--- config.mk ---
export PLATFORM = sky130hd
export DESIGN_NAME = mxint8_fp32_unpack
export DESIGN_NICKNAME = d
export VERILOG_FILES = /design/src/rtl/mxint8_pkg.sv /design/src/rtl/mxint8_elem_to_fp32.sv /design/src/rtl/mxint8_fp32_unpack.sv
export SDC_FILE = /design/constraint.sdc
export NUM_CORES = 1
export LEC_CHECK = 0
export BUFFER_PORTS_ARGS = -buffer_cell sky130_fd_sc_hd__buf_2
export CAP_MARGIN = 20
export CORE_ASPECT_RATIO = 1.25
export CORE_MARGIN = 1.5
export CORE_UTILIZATION = 54
export CTS_CLUSTER_SIZE = 20
export DETAILED_ROUTE_END_ITERATION = 10
export PLACE_DENSITY_LB_ADDON = 0.1
export SETUP_SLACK_MARGIN = 0.5
export SLEW_MARGIN = 10
export SYNTH_ARGS = -nofsm -noshare
export SYNTH_HDL_FRONTEND = slang
export SYNTH_HIERARCHICAL = 1
export SYNTH_SLANG_ARGS = --single-unit
--- constraint.sdc ---
create_clock -name clk -period 21.6 [get_ports clk]
set_input_delay 4.32 -clock clk [delete_from_list [all_inputs] [get_ports clk]]
set_output_delay 4.32 -clock clk [all_outputs]
set_load 0.02 [all_outputs]
--- src/rtl/mxint8_pkg.sv ---
// Shared definitions for the MXINT8 <-> FP32 datapath.
//   - element / scale / FP32 widths and the implicit element fraction bits
//   - special encodings (E8M0 NaN scale, canonical FP32 quiet NaN)
//   - default block size and the unpacker state enum
//   - lead_one_pos(): index of the most significant set bit of a magnitude
package mxint8_pkg;

  localparam int MXINT8_ELEM_WIDTH  = 8;
  localparam int E8M0_WIDTH         = 8;
  localparam int FP32_WIDTH         = 32;
  localparam int FRAC_BITS          = 6;   // element value = int8 / 2^FRAC_BITS
  localparam int DEFAULT_BLOCK_SIZE = 32;

  localparam logic [E8M0_WIDTH-1:0] E8M0_NAN  = 8'hFF;
  localparam logic [FP32_WIDTH-1:0] FP32_QNAN = 32'h7FC00000;

  typedef enum logic {
    IDLE   = 1'b0,
    STREAM = 1'b1
  } state_e;

  // Position of the leading one; 0 for an all-zero input (callers
  // special-case zero before using the result).
  function automatic logic [2:0] lead_one_pos(input logic [MXINT8_ELEM_WIDTH-1:0] m);
    logic [2:0] p;
    p = 3'd0;
    for (int i = 0; i < MXINT8_ELEM_WIDTH; i++) begin
      if (m[i]) p = 3'(i);
    end
    return p;
  endfunction

endpackage

--- src/rtl/mxint8_elem_to_fp32.sv ---
// Combinational conversion of one MXINT8 element plus its shared E8M0 scale
// into an exact IEEE-754 binary32 value.
//   scale_i : E8M0 scale X, value 2^(X-127); 8'hFF means NaN
//   elem_i  : two's-complement int8 with 6 implicit fraction bits
//   fp32_o  : FP32 encoding of elem/64 * 2^(X-127)
// Every int8 * power-of-two fits in 8 significant bits, so no rounding is
// ever needed: the only cases are NaN, zero, normal, subnormal and the single
// overflow pattern (X=254, e=-128) that lands on infinity.
module mxint8_elem_to_fp32
  import mxint8_pkg::*;
(
  input  logic [E8M0_WIDTH-1:0]        scale_i,
  input  logic [MXINT8_ELEM_WIDTH-1:0] elem_i,
  output logic [FP32_WIDTH-1:0]        fp32_o
);

  logic                         sign;
  logic [MXINT8_ELEM_WIDTH-1:0] mag;
  logic [2:0]                   p;
  logic signed [9:0]            exp_s;
  logic [22:0]                  frac_n;
  logic [22:0]                  frac_s;
  logic [4:0]                   sub_amt;

  always_comb begin
    sign    = elem_i[MXINT8_ELEM_WIDTH-1];
    // -128 negates to 8'h80, which read unsigned is the wanted magnitude 128.
    mag     = sign ? 8'(-elem_i) : elem_i;
    p       = lead_one_pos(mag);
    exp_s   = $signed({2'b00, scale_i}) + $signed({7'b0, p}) - 10'(FRAC_BITS);
    // Shift the leading one to bit 23 so it falls off; what remains is the
    // left-aligned fraction.
    frac_n  = 23'(mag) << (5'd23 - {2'b00, p});
    // Subnormal path is only taken for X <= 6-p, so X+16 <= 22 and the low
    // five bits of X carry the whole shift.
    sub_amt = scale_i[4:0] + 5'd16;
    frac_s  = 23'(mag) << sub_amt;

    fp32_o = '0;
    if (scale_i == E8M0_NAN) begin
      fp32_o = FP32_QNAN;
    end else if (mag == '0) begin
      fp32_o = '0;  // never a negative zero
    end else if (exp_s >= 10'sd255) begin
      fp32_o = {sign, 8'hFF, 23'h0};
    end else if (exp_s >= 10'sd1) begin
      fp32_o = {sign, exp_s[7:0], frac_n};
    end else begin
      fp32_o = {sign, 8'h00, frac_s};
    end
  end

endmodule

--- src/rtl/mxint8_fp32_unpack.sv ---
// MXINT8 block -> FP32 scalar stream.
// Accepts one block (shared E8M0 scale + BLOCK_SIZE int8 elements) on a
// valid/ready input, then emits BLOCK_SIZE FP32 scalars, one per cycle, on a
// valid/ready output with element index and last flag.
//   clk, rst            : clock, synchronous active-high reset
//   in_valid/in_ready   : block handshake; in_scale = E8M0, in_elems = packed int8s
//   out_valid/out_ready : scalar handshake
//   out_data            : FP32 value of element out_idx (0 when idle)
//   out_idx, out_last   : element index, high on element BLOCK_SIZE-1
// in_ready rises combinationally on the last output handshake so a waiting
// block is taken with no bubble between blocks.
module mxint8_fp32_unpack
  import mxint8_pkg::*;
#(
  parameter int BLOCK_SIZE = DEFAULT_BLOCK_SIZE
) (
  input  logic                                    clk,
  input  logic                                    rst,
  input  logic                                    in_valid,
  output logic                                    in_ready,
  input  logic [E8M0_WIDTH-1:0]                   in_scale,
  input  logic [BLOCK_SIZE*MXINT8_ELEM_WIDTH-1:0] in_elems,
  output logic                                    out_valid,
  input  logic                                    out_ready,
  output logic [FP32_WIDTH-1:0]                   out_data,
  output logic [$clog2(BLOCK_SIZE)-1:0]           out_idx,
  output logic                                    out_last
);

  localparam int                IDX_W    = $clog2(BLOCK_SIZE);
  localparam logic [IDX_W-1:0]  LAST_IDX = IDX_W'(BLOCK_SIZE - 1);

  state_e                                          state_q, state_d;
  logic [IDX_W-1:0]                                idx_q, idx_d;
  logic [E8M0_WIDTH-1:0]                           scale_q, scale_d;
  logic [BLOCK_SIZE-1:0][MXINT8_ELEM_WIDTH-1:0]    elems_q, elems_d;

  logic                         out_hs;
  logic                         accept;
  logic [MXINT8_ELEM_WIDTH-1:0] elem_cur;
  logic [FP32_WIDTH-1:0]        conv;

  // Control: FSM next state, index counter, block latch enables.
  always_comb begin
    state_d   = state_q;
    idx_d     = idx_q;
    scale_d   = scale_q;
    elems_d   = elems_q;

    out_valid = (state_q == STREAM);
    out_last  = out_valid && (idx_q == LAST_IDX);
    out_hs    = out_valid && out_ready;
    in_ready  = (state_q == IDLE) || (out_hs && out_last);
    accept    = in_valid && in_ready;

    if (accept) begin
      state_d = STREAM;
      idx_d   = '0;
      scale_d = in_scale;
      elems_d = in_elems;
    end else if (out_hs) begin
      if (out_last) begin
        state_d = IDLE;
        idx_d   = '0;
      end else begin
        idx_d   = idx_q + 1'b1;
      end
    end
  end

  always_ff @(posedge clk) begin
    if (rst) begin
      state_q <= IDLE;
      idx_q   <= '0;
    end else begin
      state_q <= state_d;
      idx_q   <= idx_d;
    end
  end

  // Block payload needs no reset: it is only observed while in STREAM.
  always_ff @(posedge clk) begin
    scale_q <= scale_d;
    elems_q <= elems_d;
  end

  assign elem_cur = elems_q[idx_q];

  mxint8_elem_to_fp32 u_conv (
    .scale_i (scale_q),
    .elem_i  (elem_cur),
    .fp32_o  (conv)
  );

  assign out_data = out_valid ? conv : '0;
  assign out_idx  = idx_q;

endmodule

==> results_dict.tcl, run 1 <==
set metrics [dict create \
    syn-cell-area_um2 12410 \
    initial_core_util_pct 55.31 \
    dr.pass1.iters 5 \
    ff2ff_path_depth 7 \
    path_class "reg2out" \
    synthesis.nets 1069 \
    grt_pass1_vias 8110 \
    worstPathArrival_ps 8780 \
    relSlewSlack_pct 28.44 \
    grtUsageTotal_pct 24.55 \
    place_congestion 0.9044 \
    slew_viol_final 0 \
    r2r-start "out_idx[0]$_SDFFE_PP0P_" \
    tns_ps 0 \
    wl_per_cell_um 21.18 \
    power.density_nw_per_um2 81.20 \
    p_leak_uw 0.005605 \
    coreArea_um2 22440 \
    ys_ff_latch 270 \
    drt-total-wl_um 29750 \
    maxCapViolCount 0 \
    synth.avg_cell_area_um2 15.85 \
    yosysWarnings 6 \
    hold-path-cell-count 2 \
    cts_setup_buffers 0 \
    yosys-top-cells-area "edfxtp_1 (64%), mux4_2 (8.5%), mux2i_1 (2.8%)" \
    place_hpwl_um 21870 \
    cts-root-buf "clkbuf_16" \
    holdBufCountCts 0 \
    hp-start "out_idx[3]$_SDFFE_PP0P_" \
    worstHoldEndpoint "out_idx[3]$_SDFFE_PP0P_" \
    drc 0 \
    yosysTopAreaCellShare_pct 63.88 \
    synthDistinctLibCells 82 \
    hold_path_class "reg2reg" \
    ctsHtreeMaxLevel 1 \
    yosysSeqAreaShare_pct 64.85 \
    finalHoldViolCount 0 \
    syn_inst 783 \
    rsz0062_at_grt "false" \
    grt_pass1_wl_um 44330 \
    finalClockSkew_ps 21.96 \
    utilization_pct 66.98 \
    period_needed_ps 13100 \
    post-route-period-util_pct 60.65 \
    synth-edff-count 264 \
    grt_overflow 0 \
    dieArea_um2 23910 \
    port_buffers 307 \
    num_rows 61 \
    async_flop_share_pct 0 \
    pin_count 308 \
    clock_sinks 270 \
    drive_gt1_share_pct 39.95 \
    worst_ep_required_time_ps 17280 \
    cp_max_fo 43 \
    die_h_um 172.5 \
    start_kind "register" \
    worstReg2RegEnd "elems_q[135]$_DFFE_PP_" \
    synth_top_cell_by_area "edfxtp_1" \
    ant_nets 0 \
    antenna_found_initial 12 \
    cts.clk_slew.worst_paths_ps 60 \
    drtIter0Drc 601 \
    die_w_um 138.6 \
    cts_tree "yes" \
    final_nets 1375 \
    vias_per_cell 5.692 \
    setup_viol 0 \
    cts_max_path_buffers 3 \
    worst_slew_pin_slew_ps 1066 \
    grt_max_degree 75 \
    fmax_ghz 0.07633 \
    clk_latency_ps 530 \
    worst_setup_path_end_kind "output pin" \
    status "completed" \
    via_count 7997 \
    synth_flop_cell "edfxtp_1" \
    vdd_ir_drop_max_mv 0.07914 \
    area.growth.synth_to_final_pct 21.10 \
    reg2reg_slack_ps 17820 \
    cts_buffers 26 \
    ctsResizeCount 0 \
]
==> cell usage after synthesis, types with 4 or more instances <==
| cell | number |
|---|---|
| a2111oi_2 | 8 |
| a211oi_1 | 5 |
| a21o_1 | 4 |
| a21oi_1 | 31 |
| a22o_1 | 7 |
| a22oi_1 | 9 |
| a31oi_1 | 7 |
| and2_1 | 36 |
| and3_1 | 5 |
| buf_2 | 11 |
| buf_4 | 7 |
| buf_6 | 6 |
| clkbuf_1 | 15 |
| dfxtp_1 | 6 |
| edfxtp_1 | 264 |
| ha_1 | 17 |
| inv_1 | 15 |
| mux2i_1 | 35 |
| mux4_2 | 47 |
| nand2_1 | 37 |
| nand3_1 | 27 |
| nand4_1 | 6 |
| nor2_1 | 31 |
| nor2b_1 | 6 |
| nor3_1 | 10 |
| o211ai_1 | 6 |
| o21a_1 | 4 |
| o21ai_0 | 12 |
| o21ai_1 | 8 |
| o221ai_1 | 8 |
| o22ai_1 | 9 |
| or3_1 | 4 |
| xnor2_1 | 4 |
| xor2_1 | 4 |
==> worst max-delay path by stage <==
stage          cells after the start                     from                    to  slack, ps
2_1_floorplan                      2                out_ready  elems_q[0]$_DFFE_PP_       4630
3_3_place_gp                      26  out_idx[0]$_SDFFE_PP0P_          out_data[19]       9210
3_5_place_dp                      25  out_idx[0]$_SDFFE_PP0P_          out_data[19]       9110
4_1_cts                           25  out_idx[0]$_SDFFE_PP0P_          out_data[19]       8540
5_1_grt                           26  out_idx[0]$_SDFFE_PP0P_          out_data[19]       7790
6_report                          26  out_idx[0]$_SDFFE_PP0P_          out_data[19]       8500
==> layout by cell type, fill, tap and decap left out, types with 27 or more instances in the layout <==
master and instances:
buf_2 307, edfxtp_1 264, mux4_2 47, nand2_1 37, and2_1 36, mux2i_1 35, a21oi_1 31, nor2_1 30
nand3_1 27, clkbuf_16 27
==> cell families after synthesis <==
logic type | after synthesis | synth area share, %
AOI/OAI and AO/OA | 154 | 10.00
muxes | 84 | 11.64
adders and majority gates | 18 | 1.875
and+or+nand+nor | 192 | 8.459
DFF | 270 | 64.85
buffers and inverters | 55 | 2.349
xor gates and xnor gates | 10 | 0.8266
==> routing by layer <==
layer	track usage [%]	vias up	routed length [µm]
met5	0	-	0
met4	10.39	0	1068
met3	4.819	63	2025
met2	44.73	317	15730
met1	28.48	3838	10930
li1	-	3779	-
==> critical path, cell delays in order (launching register included) <==
cell       delay [ps]
dfxtp_4           830
buf_4             760
mux2i_1           160
o22ai_1           230
a2111oi_2         120
a21oi_1           600
inv_1             190
ha_1              260
nor2b_1           170
a31oi_1           260
nand2_1           210
nor4_2            380
inv_1             140
ha_1              320
inv_1              60
fa_1              440
nand2b_1          200
a2111o_1          380
o211ai_1          240
and4_1            520
o21ai_1           140
o21a_1            280
nor3_1            550
a31oi_1           150
a2111oi_4         320
and2_1            160
buf_2             160
==> where the power goes <==
group / internal [µW] / switching (µW) / leakage, µW
clock: 261 / 183 / 0.000410
sequential: 610 / 10.8 / 0.00256
combinational: 66.4 / 89.5 / 0.00263
total: 937 / 283 / 0.00561
==> flip-flops by register name, summed over array words and instances (netlist names) <==
register,cells
scale_q,8
elems_q,256
out_valid,1
out_idx,5
==> per-stage QoR <==
stage | cell area [µm²] | worst slack [ps] | power (µW) | hold slack, ps | std cells
floorplan | 12410 | 4631 | 746.5 | 717.0 | 783
global placement | 14160 | 9212 | 784.7 | 651.2 | 1344
detailed placement | 14160 | 9112 | 786.5 | 654.0 | 1344
CTS | 15000 | 8539 | 1230 | 664.5 | 1392
global route | 15020 | 7793 | 1265 | 759.6 | 1402
finish | 15030 | 8499 | 1220 | 680.1 | 1405
==> cell type report <==
| class | count | area (µm²) |
|---|---|---|
| antenna | 13 | 32.53 |
| clock buffer | 40 | 744.5 |
| clock inverter | 8 | 92.59 |
| fill | 1647 | 7410 |
| inverter | 16 | 60.06 |
| multi-input combinational | 458 | 4081 |
| sequential | 270 | 8053 |
| tap | 283 | 354.1 |
| timing repair buffer | 317 | 1612 |
Power figures use the tool's default switching activity.
==> run 2: changes to the inputs <==
Settings changed: ABC_AREA set to 1, CORE_UTILIZATION 54 to 55.
Clock period 21.6 ns to 13.1 ns, I/O delays scaled along.
==> results_dict.tcl, run 2 <==
set metrics [dict create \
    status "completed" \
    setup_viol 0 \
    ys_top_cells_by_count "nand2_1 (534), edfxtp_1 (264), inv_1 (222), nand3_1 (214), nor2_1 (57)" \
    holdBufCountCts 0 \
    finalHoldViolCount 0 \
    ctsResizeCount 0 \
    period_needed_ps 10300 \
    cts-root-buf "clkbuf_16" \
    drive_gt1_share_pct 22.36 \
    cts_tree "yes" \
    grt_pass1_vias 10480 \
    cts_buffers 27 \
    final_common_cell "nand2_1" \
    synthDistinctLibCells 37 \
    slew_viol_final 0 \
    wl_per_cell_um 16.41 \
    largest_reg_flops 256 \
    synth_flop_cell "edfxtp_1" \
    pin_count 308 \
    ff2ff_path_depth 8 \
    die_w_um 142.8 \
    placed_cells 2068 \
    drtIter0Drc 761 \
    synth_most_common_cell "nand2_1" \
    worst_setup_path_end_kind "output pin" \
    tns_ps 0 \
    slowest_stage "inv_4" \
    yosysTopAreaCellShare_pct 58.99 \
    num_rows 63 \
    relSlewSlack_pct 38.04 \
    cts_setup_buffers 0 \
    top_usage_layer "met2" \
    max_stage_delay_ps 610 \
    drc 0 \
    final_cells 2123 \
    grtUsageTotal_pct 27.67 \
    port_buffers 307 \
    hold-path-cell-count 2 \
    async_flop_share_pct 0 \
    grt_overflow 0 \
    synth_top_cell_by_area "edfxtp_1" \
    post-place-ws_ps 3392 \
    die_h_um 177.8 \
    regMostFlops "elems_q" \
    ctsHtreeMaxLevel 1 \
    power.density_nw_per_um2 128.2 \
    rsz0062_at_grt "false" \
    grt_use_met3_pct 3.643 \
    drt-total-wl_um 34850 \
    finalClockSkew_ps 10.02 \
    yosysSeqAreaShare_pct 59.88 \
    yosysWarnings 6 \
    layout_common_cells "nand2_1 (534), buf_2 (307), edfxtp_1 (264)" \
    cp_max_fo 69 \
    start_kind "register" \
    power_uw 2058 \
    grt_use_met2_pct 50.55 \
    dr.pass1.iters 4 \
    utilization_pct 67.24 \
    cts.clk_slew.worst_paths_ps 60 \
    post-route-worst-setup-slack_ps 2800 \
    ys_ff_latch 270 \
    crit_path_frequent_cell "nand2_1" \
    clk_latency_ps 540 \
    place_congestion 0.8787 \
    vias_per_cell 5.062 \
    grt_max_degree 172 \
    worst_ep_required_time_ps 10480 \
    initial_core_util_pct 56.27 \
    path_class "reg2out" \
    gr-usage-met1_pct 32.45 \
    worstPathArrival_ps 7680 \
    syn_inst 1488 \
    yosys-top-cells-area "edfxtp_1 (59%), nand2_1 (15%), nand3_1 (8.0%)" \
    post-route-period-util_pct 78.62 \
    cts_max_path_buffers 3 \
    final_nets 2059 \
    dieArea_um2 25390 \
    hold_path_class "reg2reg" \
    ant_nets 0 \
    synth-edff-count 264 \
    via_count 10750 \
    place_hpwl_um 25140 \
    worst_slew_pin_slew_ps 929.3 \
    area.growth.synth_to_final_pct 19.50 \
    clock_sinks 270 \
    fmax_ghz 0.09709 \
    maxCapViolCount 0 \
    synthesis.nets 1774 \
    vdd_ir_drop_max_mv 0.1355 \
    antenna_found_initial 6 \
    synth.avg_cell_area_um2 9.032 \
    grt_pass1_wl_um 52990 \
    coreArea_um2 23880 \
    syn-cell-area_um2 13440 \
    p_leak_uw 0.007775 \
]
==> run 2: worst paths after layout <==
| kind | startpoint | end | slack [ps] |
|---|---|---|---|
| worst max-delay path | out_idx[0]$_SDFFE_PP0P_ | out_data[21] | 2800 |
| worst min-delay path | out_idx[4]$_SDFFE_PP0P_ | out_idx[4]$_SDFFE_PP0P_ | 680 |
| worst max register to register | out_idx[0]$_SDFFE_PP0P_ | elems_q[170]$_DFFE_PP_ | 9350 |
| worst min register to register | out_idx[4]$_SDFFE_PP0P_ | out_idx[4]$_SDFFE_PP0P_ | 680 |
==> run 2: power by group <==
group / leakage [µW] / total, µW / switching, µW / internal (µW)
registers: 0.00256 / 1020 / 15.5 / 1010
clock network: 0.000419 / 748 / 313 / 435
logic: 0.00479 / 289 / 189 / 100
==> run 2: final cells by class <==
cell class	instances	area (µm²)
multi-input cells	924	4218
diodes	5	12.51
repair buffers	316	1637
well taps	325	406.6
clock buffers	31	690.7
clock inverters	18	162.7
fillers	1950	7824
flip-flops and latches	270	8053
inverters	234	880.8
==> run 2: routing by layer <==
metal  up-vias  wire length (µm)
li1       5361                 -
met1      4923             13590
met2       382             18010
met3        80              1810
met4         0              1435
met5         -                 0
==> run 2: metrics by stage <==
step                hold WS, ps  area (µm²)
floorplan                 759.7       13440
global placement          632.0       15170
detailed placement        662.0       15170
CTS                       674.9       16020
global route              730.6       16060
finish                    676.8       16060
==> run 2: cell families after synthesis <==
| group | synth area share (%) |
|---|---|
| compound gates | 2.765 |
| buf+inv | 8.789 |
| fa+ha+maj | 1.732 |
| flops | 59.88 |
| simple gates | 26.70 |
| xor+xnor | 0.1304 |
==> run 2: worst max-delay path: cells and delay by family, from the launching register on <==
| family | cells | cell delay (ps) |
|---|---|---|
| flip-flops | 1 | 540 |
| AND/OR/NAND/NOR | 22 | 2300 |
| adder cells (fa/ha/maj) | 4 | 1070 |
| AO/OA/AOI/OAI | 4 | 1040 |
| buffers and inverters | 12 | 2130 |
==> run 3: changes to the inputs <==
Clock period 13.1 ns to 10.2 ns, I/O delays scaled along.
==> results_dict.tcl, run 3 (same netlist as run 2, synthesis figures left out) <==
set metrics [dict create \
    status "completed" \
    final_common_cell "nand2_1" \
    antenna_found_initial 7 \
    grt_max_degree 103 \
    clock_sinks 270 \
    worst_slew_pin_slew_ps 1086 \
    crit_path_frequent_cell "nand2_1" \
    start_kind "register" \
    fmax_ghz 0.1107 \
    max_stage_delay_ps 690 \
    grtUsageTotal_pct 27.38 \
    grt_pass1_wl_um 52840 \
    hold-path-cell-count 3 \
    cp_max_fo 41 \
    crit_family "simple AND/OR/NAND/NOR gates" \
    p_int_uw 1953 \
    cts-root-buf "clkbuf_16" \
    slew_viol_final 0 \
    final_nets 2061 \
    cts_max_path_buffers 3 \
    pin_count 308 \
    tns_ps 0 \
    drt-total-wl_um 34850 \
    drive_gt1_share_pct 22.38 \
    cts_setup_buffers 0 \
    worst_ep_required_time_ps 8160 \
    power.density_nw_per_um2 162.5 \
    clkPwrFrac_pct 35.6 \
    via_count 10800 \
    switchingPower_uw 655.8 \
    switching_share_pct 25.14 \
    num_rows 63 \
    holdBufCountCts 0 \
    cts_buffers 27 \
    cp.buffers_inverters 11 \
    period_needed_ps 9031 \
    ff2ff_path_depth 9 \
    cts_tree "yes" \
    area.growth.synth_to_final_pct 19.46 \
    layout_common_cells "nand2_1 (533), buf_2 (307), edfxtp_1 (264)" \
    ant_nets 0 \
    post-place-ws_ps 1536 \
    port_buffers 307 \
    drc 0 \
    setup_viol 0 \
    relSlewSlack_pct 27.62 \
    combPwrFrac_pct 14.1 \
    vdd_ir_drop_max_mv 0.1495 \
    largest_reg_flops 256 \
    wl_per_cell_um 16.41 \
    coreArea_um2 23880 \
    final_cells 2124 \
    post-route-period-util_pct 88.54 \
    regMostFlops "elems_q" \
    path_class "reg2out" \
    hold_path_class "reg2reg" \
    dieArea_um2 25390 \
    critical_path_depth 45 \
    dr.pass1.iters 7 \
    drtIter0Drc 843 \
    initial_core_util_pct 56.27 \
    clk_latency_ps 530 \
    slowest_stage "dfxtp_2" \
    maxCapViolCount 0 \
    post-route-worst-setup-slack_ps 1169 \
    place_hpwl_um 25330 \
    worst_setup_path_end_kind "output pin" \
    placed_cells 2071 \
    cts.clk_slew.worst_paths_ps 60 \
    place_congestion 0.8832 \
    vias_per_cell 5.084 \
    grt_pass1_vias 10440 \
    rsz0062_at_grt "false" \
    finalClockSkew_ps 25.60 \
    worstPathArrival_ps 6990 \
    grt_overflow 0 \
    p_leak_uw 0.007763 \
    die_w_um 142.8 \
    p_seq_share_pct 50.3 \
    ctsHtreeMaxLevel 1 \
    die_h_um 177.8 \
    finalHoldViolCount 0 \
]
-- run 3: metal layers --
layer	track usage (%)	vias up	part of all wire (%)
li1	-	5372	-
met1	32.24	4967	38
met2	50.42	399	52
met3	3.913	60	6.2
met4	10.09	0	3.3
met5	0	-	0
-- run 3: final cells by class --
| class | count | area [µm²] |
|---|---|---|
| Multi-Input combinational cell | 924 | 4235 |
| Inverter | 234 | 885.9 |
| Clock buffer | 32 | 694.4 |
| Fill cell | 1999 | 7830 |
| Antenna cell | 7 | 17.52 |
| Tap cell | 325 | 406.6 |
| Clock inverter | 14 | 126.4 |
| Timing Repair Buffer | 318 | 1635 |
| Sequential cell | 270 | 8053 |
-- run 3: worst min-delay path, stage by stage, from the launching register on --
cell     delay, ps
dfxtp_1        380
nand2_1        120
nand3_1         90
a21oi_1         60
-- run 3: repair_timing --
| action | in CTS | in global routing |
|---|---|---|
| endpoints found under the hold margin | 0 | 0 |
| setup endpoints to repair | 0 | 23 |
| resized for setup | 0 | 6 |
-- run 3: through the flow --
stage               area [µm²]  power (µW)  hold slack, ps  util, %
floorplan                13440        1584           759.7        -
global placement         15190        1696           649.0    63.60
detailed placement       15190        1700           674.9    63.60
CTS                      16010        2619           688.6    67.03
global route             16050        2716           733.3    67.21
finish                   16050        2608           687.5    67.22
-- run 3: power groups by stage --
| stage | clock network [µW] | logic (µW) | registers (µW) |
|---|---|---|---|
| 4_1_cts | 940 | 367 | 1310 |
| 3_5_place_dp | 0 | 365 | 1330 |
| 6_report | 927 | 369 | 1310 |
| 3_3_place_gp | 0 | 362 | 1330 |
| 5_1_grt | 985 | 414 | 1320 |
| 2_1_floorplan | 0 | 243 | 1340 |
-- run 3: path summary, 6_finish.rpt --
path / from / endpoint / slack (ps)
worst min register to register: out_valid$_SDFFE_PP0P_ / out_idx[4]$_SDFFE_PP0P_ / 690
worst max register to register: out_idx[1]$_SDFFE_PP0P_ / elems_q[202]$_DFFE_PP_ / 5330
worst min-delay path: out_valid$_SDFFE_PP0P_ / out_idx[4]$_SDFFE_PP0P_ / 690
worst max-delay path: out_idx[1]$_SDFFE_PP0P_ / out_data[18] / 1170
